--- config.mk ---
export PLATFORM = sky130hd
export DESIGN_NAME = deck_shuffler
export DESIGN_NICKNAME = d
export VERILOG_FILES = /design/src/rtl/deck_shuffler.sv
export SDC_FILE = /design/constraint.sdc
export NUM_CORES = 1
export LEC_CHECK = 0
export BUFFER_PORTS_ARGS = -buffer_cell sky130_fd_sc_hd__clkbuf_2
export CAP_MARGIN = 20
export CORE_ASPECT_RATIO = 1.25
export CORE_MARGIN = 5
export CORE_UTILIZATION = 47
export CTS_CLUSTER_DIAMETER = 40
export CTS_CLUSTER_SIZE = 12
export DETAILED_ROUTE_END_ITERATION = 10
export GPL_ROUTABILITY_DRIVEN = 1
export PLACE_DENSITY = 0.64
export SLEW_MARGIN = 20
export SYNTH_ARGS = -nofsm -noshare
export SYNTH_HDL_FRONTEND = slang
export SYNTH_SLANG_ARGS = --single-unit
--- constraint.sdc ---
create_clock -name clk -period 10.25 [get_ports clk]
set_input_delay 1.025 -clock clk [delete_from_list [all_inputs] [get_ports clk]]
set_output_delay 1.025 -clock clk [all_outputs]
set_load 0.005 [all_outputs]
--- src/rtl/deck_shuffler.sv ---
// Builds a deck of 2*PAIRS colour cards, optionally shuffles it with an
// LFSR-driven Fisher-Yates pass, and streams it to card memory.
module deck_shuffler #(
  parameter int          PAIRS  = 8,
  parameter int          ADDR_W = 4,
  parameter logic [15:0] SEED   = 16'hACE1
) (
  input  logic              clk,
  input  logic              rst,
  input  logic              start,
  input  logic              shuffle_en,
  input  logic              wr_ready,
  output logic              wr_en,
  output logic [ADDR_W-1:0] wr_addr,
  output logic [11:0]       wr_data,
  output logic              busy,
  output logic              finished
);

  // state   | meaning
  // IDLE    | waiting for start after reset
  // INIT    | filling deck[k] with pair index k>>1
  // SHUFFLE | rejection-sampled Fisher-Yates, i counts down to 0
  // WRITE   | streaming deck to card memory, k counts up
  // DONE    | deck delivered, waiting for a new start
  typedef enum logic [2:0] {IDLE, INIT, SHUFFLE, WRITE, DONE} state_t;

  localparam int                N    = 2 * PAIRS;
  localparam logic [ADDR_W-1:0] LAST = ADDR_W'(N - 1);
  localparam logic [ADDR_W-1:0] ONE  = ADDR_W'(1);

  state_t            state, state_nxt;
  logic [15:0]       lfsr;
  logic [2:0]        deck [N];
  logic [ADDR_W-1:0] k, i, j, k_inc;
  logic              shuf_q;
  logic              swap, accept;

  function automatic logic [11:0] palette(input logic [2:0] p);
    case (p)
      3'd0:    palette = 12'hF00;
      3'd1:    palette = 12'hFF0;
      3'd2:    palette = 12'hFFF;
      3'd3:    palette = 12'h00F;
      3'd4:    palette = 12'h0FF;
      3'd5:    palette = 12'hF0F;
      3'd6:    palette = 12'h0F0;
      default: palette = 12'hF80;
    endcase
  endfunction

  assign j      = lfsr[ADDR_W-1:0];
  assign k_inc  = k + ONE;
  assign swap   = (state == SHUFFLE) && (j <= i);
  assign accept = (state == WRITE) && wr_en && wr_ready;

  always_ff @(posedge clk or negedge rst) begin
    if (!rst) state <= IDLE;
    else      state <= state_nxt;
  end

  always_comb begin
    state_nxt = state;
    case (state)
      IDLE, DONE: if (start) state_nxt = INIT;
      INIT:       if (k == LAST) state_nxt = shuf_q ? SHUFFLE : WRITE;
      SHUFFLE:    if (swap && i == ONE) state_nxt = WRITE;
      WRITE:      if (accept && k == LAST) state_nxt = DONE;
      default:    state_nxt = IDLE;
    endcase
  end

  // Galois form of x^16+x^14+x^13+x^11+1; free-running so each deal sees a new stream
  always_ff @(posedge clk or negedge rst) begin
    if (!rst) lfsr <= SEED;
    else      lfsr <= {1'b0, lfsr[15:1]} ^ (lfsr[0] ? 16'hB400 : 16'h0000);
  end

  always_ff @(posedge clk) begin
    if (state == INIT) begin
      deck[k] <= 3'(k >> 1);
    end else if (swap) begin
      deck[i] <= deck[j];
      deck[j] <= deck[i];
    end
  end

  always_ff @(posedge clk or negedge rst) begin
    if (!rst) begin
      k        <= '0;
      i        <= '0;
      shuf_q   <= 1'b0;
      wr_en    <= 1'b0;
      wr_addr  <= '0;
      wr_data  <= 12'h000;
      busy     <= 1'b0;
      finished <= 1'b0;
    end else begin
      case (state)
        IDLE, DONE: begin
          if (start) begin
            shuf_q   <= shuffle_en;
            busy     <= 1'b1;
            finished <= 1'b0;
            k        <= '0;
          end
        end
        INIT: begin
          if (k == LAST) begin
            k <= '0;
            i <= LAST;
          end else begin
            k <= k_inc;
          end
        end
        SHUFFLE: begin
          if (swap) i <= i - ONE;
        end
        WRITE: begin
          // first WRITE cycle only loads the output registers for slot 0
          if (!wr_en) begin
            wr_en   <= 1'b1;
            wr_addr <= k;
            wr_data <= palette(deck[k]);
          end else if (wr_ready) begin
            if (k == LAST) begin
              wr_en    <= 1'b0;
              busy     <= 1'b0;
              finished <= 1'b1;
            end else begin
              k       <= k_inc;
              wr_addr <= k_inc;
              wr_data <= palette(deck[k_inc]);
            end
          end
        end
        default: ;
      endcase
    end
  end

endmodule

==> results of run 1 <==
==> synth_stat cells, types with 8 or more instances <==
cell type / number
a21oi_1: 12
buf_2: 10
buf_4: 12
clkbuf_1: 16
dfrtp_1: 31
dfstp_2: 8
edfxtp_1: 48
mux2_2: 16
mux2i_1: 48
mux4_2: 47
nand2_1: 20
nand3_1: 20
nor2_1: 32
nor2b_1: 10
o21ai_0: 18
o21bai_1: 9
xor2_1: 8
==> critical path, delay by kind of cell (launching register included) <==
family | cells | cell delay (ps)
AO/OA/AOI/OAI | 5 | 1480
AND/OR/NAND/NOR | 2 | 1050
flip-flops | 1 | 810
adder cells (fa/ha/maj) | 1 | 370
buffers and inverters | 1 | 280
==> flip-flops by register name, summed over array words and instances, names as in the netlist <==
register  count
deck         48
k             4
busy          1
wr_en         1
wr_addr       4
i             4
shuf_q        1
lfsr         16
finished      1
state         3
wr_data       4
==> power by group <==
part	total, W	switching, W	internal (W)
registers	0.000598	0.000122	0.000476
clock network	0.000378	0.000146	0.000232
logic	0.00103	0.000559	0.000472
==> logic make-up (layout without fill, tap and decap cells) <==
kind of cell | Yosys count | in the layout | synth area share (%)
AOI/OAI and AO/OA | 70 | 70 | 7.73
xor gates and xnor gates | 12 | 12 | 1.92
adders and majority gates | 7 | 7 | 1.49
buffers and inverters | 53 | 52 | 4.76
DFF | 87 | 87 | 41.4
muxes | 122 | 122 | 33.4
and+or+nand+nor | 109 | 109 | 9.29
==> final cells by class <==
| cell class | instances | area (sq um) | area share (%) |
|---|---|---|---|
| flip-flops and latches | 87 | 2430 | 38.4 |
| clock buffers | 10 | 250 | 3.96 |
| repair buffers | 28 | 153 | 2.42 |
| multi-input cells | 320 | 3150 | 49.9 |
| well taps | 164 | 205 | 3.25 |
| clock inverters | 6 | 97.6 | 1.55 |
| inverters | 8 | 30.0 | 0.475 |
==> layer usage <==
layer	global-route usage, %	vias to the layer above	share of wire (%)
met4	10.7	0	4.7
met3	5.69	50	8.5
met5	0	-	0
li1	-	1774	-
met2	35.3	219	50
met1	26.4	2011	37
==> worst min-delay path by stage <==
stage                  start       end  cells after the start
finish               lfsr[8]   lfsr[7]                      0
detailed placement  lfsr[12]  lfsr[11]                      0
global route         lfsr[8]   lfsr[7]                      0
floorplan            lfsr[4]   lfsr[3]                      0
global placement     lfsr[8]   lfsr[7]                      0
CTS                  lfsr[8]   lfsr[7]                      0
==> metrics by stage <==
stage	power, W	hold slack (ps)	worst slack [ps]
final	0.00201	350	5890
after global routing	0.00213	359	5690
after CTS	0.00201	350	5990
after detailed placement	0.00163	337	5990
after global placement	0.00161	337	6060
after floorplan	0.00136	331	6900
==> results.tsv, run 1 <==
stage	metric	value	unit
cts	root buf cell	clkbuf_16	
cts	clock buffer depth	2	
final_layout	Core Util, Final	51.9	%
logic_synthesis	Primary FF master, synth	edfxtp_1	
critical_path	CP Data Arrival Time	4360	ps
timing	post-layout min period	4360	ps
logic_synthesis	post-synthesis cell type with the largest combined area	edfxtp_1	
final_layout	fraction of layout instances using a drive strength above 1	27.7	%
cts	clk slew on worst S/H paths	70	ps
critical_path	Critical Path Source	i[1]	
die	DIE AREA	14800	sq um
grt	global-route wire length before repair	23700	um
critical_path	Worst Setup End Kind	flop	
grt	GRT Overall Usage	21.7	%
drt	detailed-route via count	4054	
grt	gr ovfl total	0	
critical_path	Worst EP required	10250	ps
logic_synthesis	main area contributors after synthesis	edfxtp_1 (25%), mux4_2 (18%), dfrtp_1 (13%), mux2i_1 (8.2%), dfstp_2 (3.6%)	
critical_path	reg-to-reg slack, setup	5890	ps
logic_synthesis	number of flops mapped to enable cells by yosys	48	
critical_path	max incr delay on CP	920	ps
place	RePlAce Congestion	0.885	
cts	Worst-Skew Late Latency	350	ps
timing	Achievable Freq	229	MHz
die	I/O pin count	24	
cts	post-CTS sizing	0	
logic_synthesis	Synth cell types	53	
critical_path	Reg2Reg Depth	9	
critical_path	most used cell, CP	o21a_1	
place	Final HPWL DP	10700	um
critical_path	CP max-delay cell	and3_1	
critical_path	CP Launch Type	flop	
logic_synthesis	Netlist Area Pre-Place	5860	sq um
timing	RSZ-0062 raised after global routing	no	
grt	initial antenna violation count	0	
worst_hold_path	Tightest Hold Check Type	reg2reg	
die	Initial Utilization	48.2	%
place	placed insts	607	
critical_path	CP Capture Point	deck[13][1]	
die	die width	110	um
drt	Routed Antenna Nets	0	
timing	clock skew	6.23	ps
outcome	status	finished, final reports clean	
final_layout	# nets final	466	
grt	largest net degree at the start of global routing	40	
final_layout	finished layout cell area	6320	sq um
critical_path	r2r endpoint	deck[13][1]	
timing	Worst-Margin Slew	1100	ps
cts	H-tree levels	3	
logic_synthesis	sequential area share after synthesis	41.4	%
timing	Setup TNS Final	0	ps
power	Power per Cell Area	318	nW/um^2
final_layout	final non-filler cell total	623	
cts	CTS tree	yes	
drt	drc violations	0	
die	std cell rows	45	
cts	clock sinks	87	
logic_synthesis	synthesized area per cell	12.7	sq um
cts	setup bufs post-CTS	0	
logic_synthesis	Gate Count Post-Synth	460	
cts	TritonCTS buffer count	9	
place	placed inst area	5970	sq um
timing	Final Setup Violations	0	
critical_path	R2R Path Start	i[1]	
drt	DR iter-0 viols	573	
drt	Routed WL	15100	um
drt	wire length per cell	24.2	um
die	core area	12200	sq um
critical_path	crit path kind	reg2reg	
timing	final hold vios	0	
drt	First-pass DRT Iterations	5	
timing	Rel. slew slack	26.4	%
logic_synthesis	post-synthesis net count	472	
final_layout	# diodes	0	
logic_synthesis	Synth top area share	24.6	%
power	Leak	2.44	nW
critical_path	crit-path cells	inv_1, ha_1, nor2b_1, o21a_1, o21a_1, o21ai_2, and3_1, a31oi_1, o21ai_0	
timing	period utilization	42.6	%
die	die height	135	um
final_layout	# fillers	1030	
timing	fin. max-slew vios	0	
logic_synthesis	Warnings, synthesis	0	
final_layout	commonest non-fill, non-tap cells in the layout	mux2i_1 (48), edfxtp_1 (48), mux4_2 (47)	
power	maximum VDD drop	164	uV
critical_path	CP max FO	26	
place	# port buffers	23	
drt	Vias/cell	6.51	
cts	CTS Hold Buffers Added	0	
logic_synthesis	Seq cells post-synth	87	
final_layout	Area growth, synth to finish	7.79	%
logic_synthesis	ys async rst share	44.8	%
run	Max Cap Viol	0	
grt	number of global-route vias before repair	4078	
Power figures use the tool's default switching activity.
==> inputs of run 2 (changes only) <==
PLACE_DENSITY = 0.67   (was 0.64)
clock period = 3.8 ns   (was 10.25 ns; I/O delays follow)
==> results.tsv, run 2 (same netlist as run 1, synthesis figures left out) <==
stage	metric	value	unit	change
outcome	status	finished, final reports clean		unchanged
place	RePlAce Congestion	0.942		was 0.885
timing	post-layout min period	3330	ps	was 4360 ps
final_layout	final non-filler cell total	631		was 623
power	Power per Cell Area	847	nW/um^2	was 318 nW/um^2
power	internal power	0.00311	W	was 0.00118 W
timing	RSZ-0062 raised after global routing	no		unchanged
final_layout	# fillers	1058		was 1,030
power	Leak	2.46	nW	was 2.44 nW
drt	drc violations	0		unchanged
drt	First-pass DRT Iterations	5		unchanged
die	core area	12200	sq um	unchanged
cts	CTS Hold Buffers Added	0		unchanged
die	I/O pin count	24		unchanged
grt	global-route wire length before repair	23800	um	was 23,700 um
cts	clock buffer depth	2		unchanged
final_layout	Largest regs	deck (48), lfsr (16)		unchanged
place	placed inst area	6030	sq um	was 5970 sq um
drt	Routed Antenna Nets	0		unchanged
critical_path	Worst EP required	3840	ps	was 10,250 ps
power	total power	0.00537	W	was 0.00201 W
final_layout	commonest non-fill, non-tap cells in the layout	mux2i_1 (48), edfxtp_1 (48), mux4_2 (47)		unchanged
power	sequential share of power	28.6	%	was 29.8%
timing	clock skew	8.60	ps	was 6.23 ps
drt	Vias/cell	6.51		about the same
cts	Worst-Skew Late Latency	350	ps	about the same
power	Clk pwr share	17.0	%	was 18.8%
final_layout	finished layout cell area	6340	sq um	was 6320 sq um
die	die width	110	um	unchanged
final_layout	# nets final	474		was 466
timing	Rel. slew slack	41.3	%	was 26.4%
cts	CTS tree	yes		unchanged
cts	H-tree levels	3		unchanged
critical_path	reg-to-reg slack, setup	470	ps	was 5890 ps
timing	Achievable Freq	301	MHz	was 229 MHz
cts	clk slew on worst S/H paths	70	ps	about the same
timing	fin. max-slew vios	0		unchanged
drt	DR iter-0 viols	569		was 573
power	maximum VDD drop	424	uV	was 164 uV
place	placed insts	615		was 607
grt	initial antenna violation count	0		unchanged
drt	Routed WL	15100	um	about the same
final_layout	max FFs per register	48		unchanged
grt	gr ovfl total	0		unchanged
die	Initial Utilization	48.2	%	unchanged
cts	TritonCTS buffer count	9		unchanged
critical_path	CP max FO	22		was 26
timing	worst hold slack	146	ps	was 350 ps
die	DIE AREA	14800	sq um	unchanged
run	Max Cap Viol	0		unchanged
critical_path	CP Launch Type	flop		unchanged
place	# port buffers	23		unchanged
grt	GRT Overall Usage	21.8	%	was 21.7%
cts	clock sinks	87		unchanged
drt	detailed-route via count	4105		was 4,054
cts	setup bufs post-CTS	0		unchanged
power	Sw Ratio	42.0	%	was 41.2%
cts	post-CTS sizing	0		unchanged
timing	Final Setup Violations	0		unchanged
critical_path	Worst Setup End Kind	flop		unchanged
worst_hold_path	Tightest Hold Check Type	in2async		was reg2reg
timing	period utilization	87.5	%	was 42.6%
critical_path	crit path kind	reg2reg		unchanged
drt	wire length per cell	24.0	um	was 24.2 um
grt	number of global-route vias before repair	4089		was 4,078
timing	final hold vios	0		unchanged
final_layout	Area growth, synth to finish	8.20	%	was 7.79%
die	die height	135	um	unchanged
critical_path	CP Data Arrival Time	3370	ps	was 4360 ps
final_layout	fraction of layout instances using a drive strength above 1	29.1	%	was 27.7%
power	Gate power share	54.5	%	was 51.4%
die	std cell rows	45		unchanged
final_layout	register with the most flip-flops	deck		unchanged
grt	largest net degree at the start of global routing	40		unchanged
final_layout	# diodes	0		unchanged
cts	root buf cell	clkbuf_16		unchanged
timing	Setup TNS Final	0	ps	unchanged
place	Final HPWL DP	10900	um	was 10,700 um
power	Switch Pwr	0.00226	W	was 0.000828 W
timing	Worst-Margin Slew	880	ps	was 1100 ps
## run 2: cell count changes in the layout (fill, tap and decap cells not counted), sizes merged
cell / delta
buf: +9
bufinv: -2
clkbuf: +1
clkinv: -2
inv: +2
## run 2: metrics by stage
step / utilization [%] / setup slack (ps)
global placement: 49.6 / 624
CTS: 52.1 / 526
floorplan: - / 455
global route: 52.1 / 308
detailed placement: 49.6 / 562
finish: 52.1 / 473
## run 2: area by class of cell
type	instances	area [sq um]	share of cell area (%)
well taps	164	205	3.24
clock inverters	4	30.0	0.474
multi-input cells	320	3160	49.8
flip-flops and latches	87	2430	38.3
inverters	8	30.0	0.474
clock buffers	12	278	4.38
repair buffers	36	213	3.36
## run 2: critical path: stages (launching register included)
cell	delay [ps]
dfstp_2	950
inv_1	160
ha_1	230
nor2b_1	110
o21a_1	110
o21a_1	120
o21ai_2	90
and3_1	220
buf_4	220
a31oi_1	480
o21ai_0	320
## run 2: layer usage
layer / GRT usage, % / up-vias / part of all wire (%)
li1: - / 1784 / -
met1: 25.7 / 2075 / 36
met2: 37.0 / 205 / 52
met3: 4.97 / 41 / 7.4
met4: 10.9 / 0 / 4.5
met5: 0 / - / 0
## run 2: path summary, 6_finish.rpt
check | start | endpoint | cells after the start
max in group asynchronous | rst | wr_addr[1] | 1
min | rst | lfsr[8] | 1
max | lfsr[0] | deck[14][1] | 10
min in group clk | shuffle_en | shuf_q | 2
min reg2reg | lfsr[9] | lfsr[8] | 0
max reg2reg | lfsr[0] | deck[14][1] | 10
## run 2: power groups by stage
stage / Combinational, W / Clock, W / Sequential, W
2_1_floorplan: 0.00226 / 0 / 0.00142
3_3_place_gp: 0.00287 / 0 / 0.00152
3_5_place_dp: 0.00290 / 0 / 0.00154
4_1_cts: 0.00292 / 0.000924 / 0.00153
5_1_grt: 0.00317 / 0.000958 / 0.00156
6_report: 0.00292 / 0.000910 / 0.00153
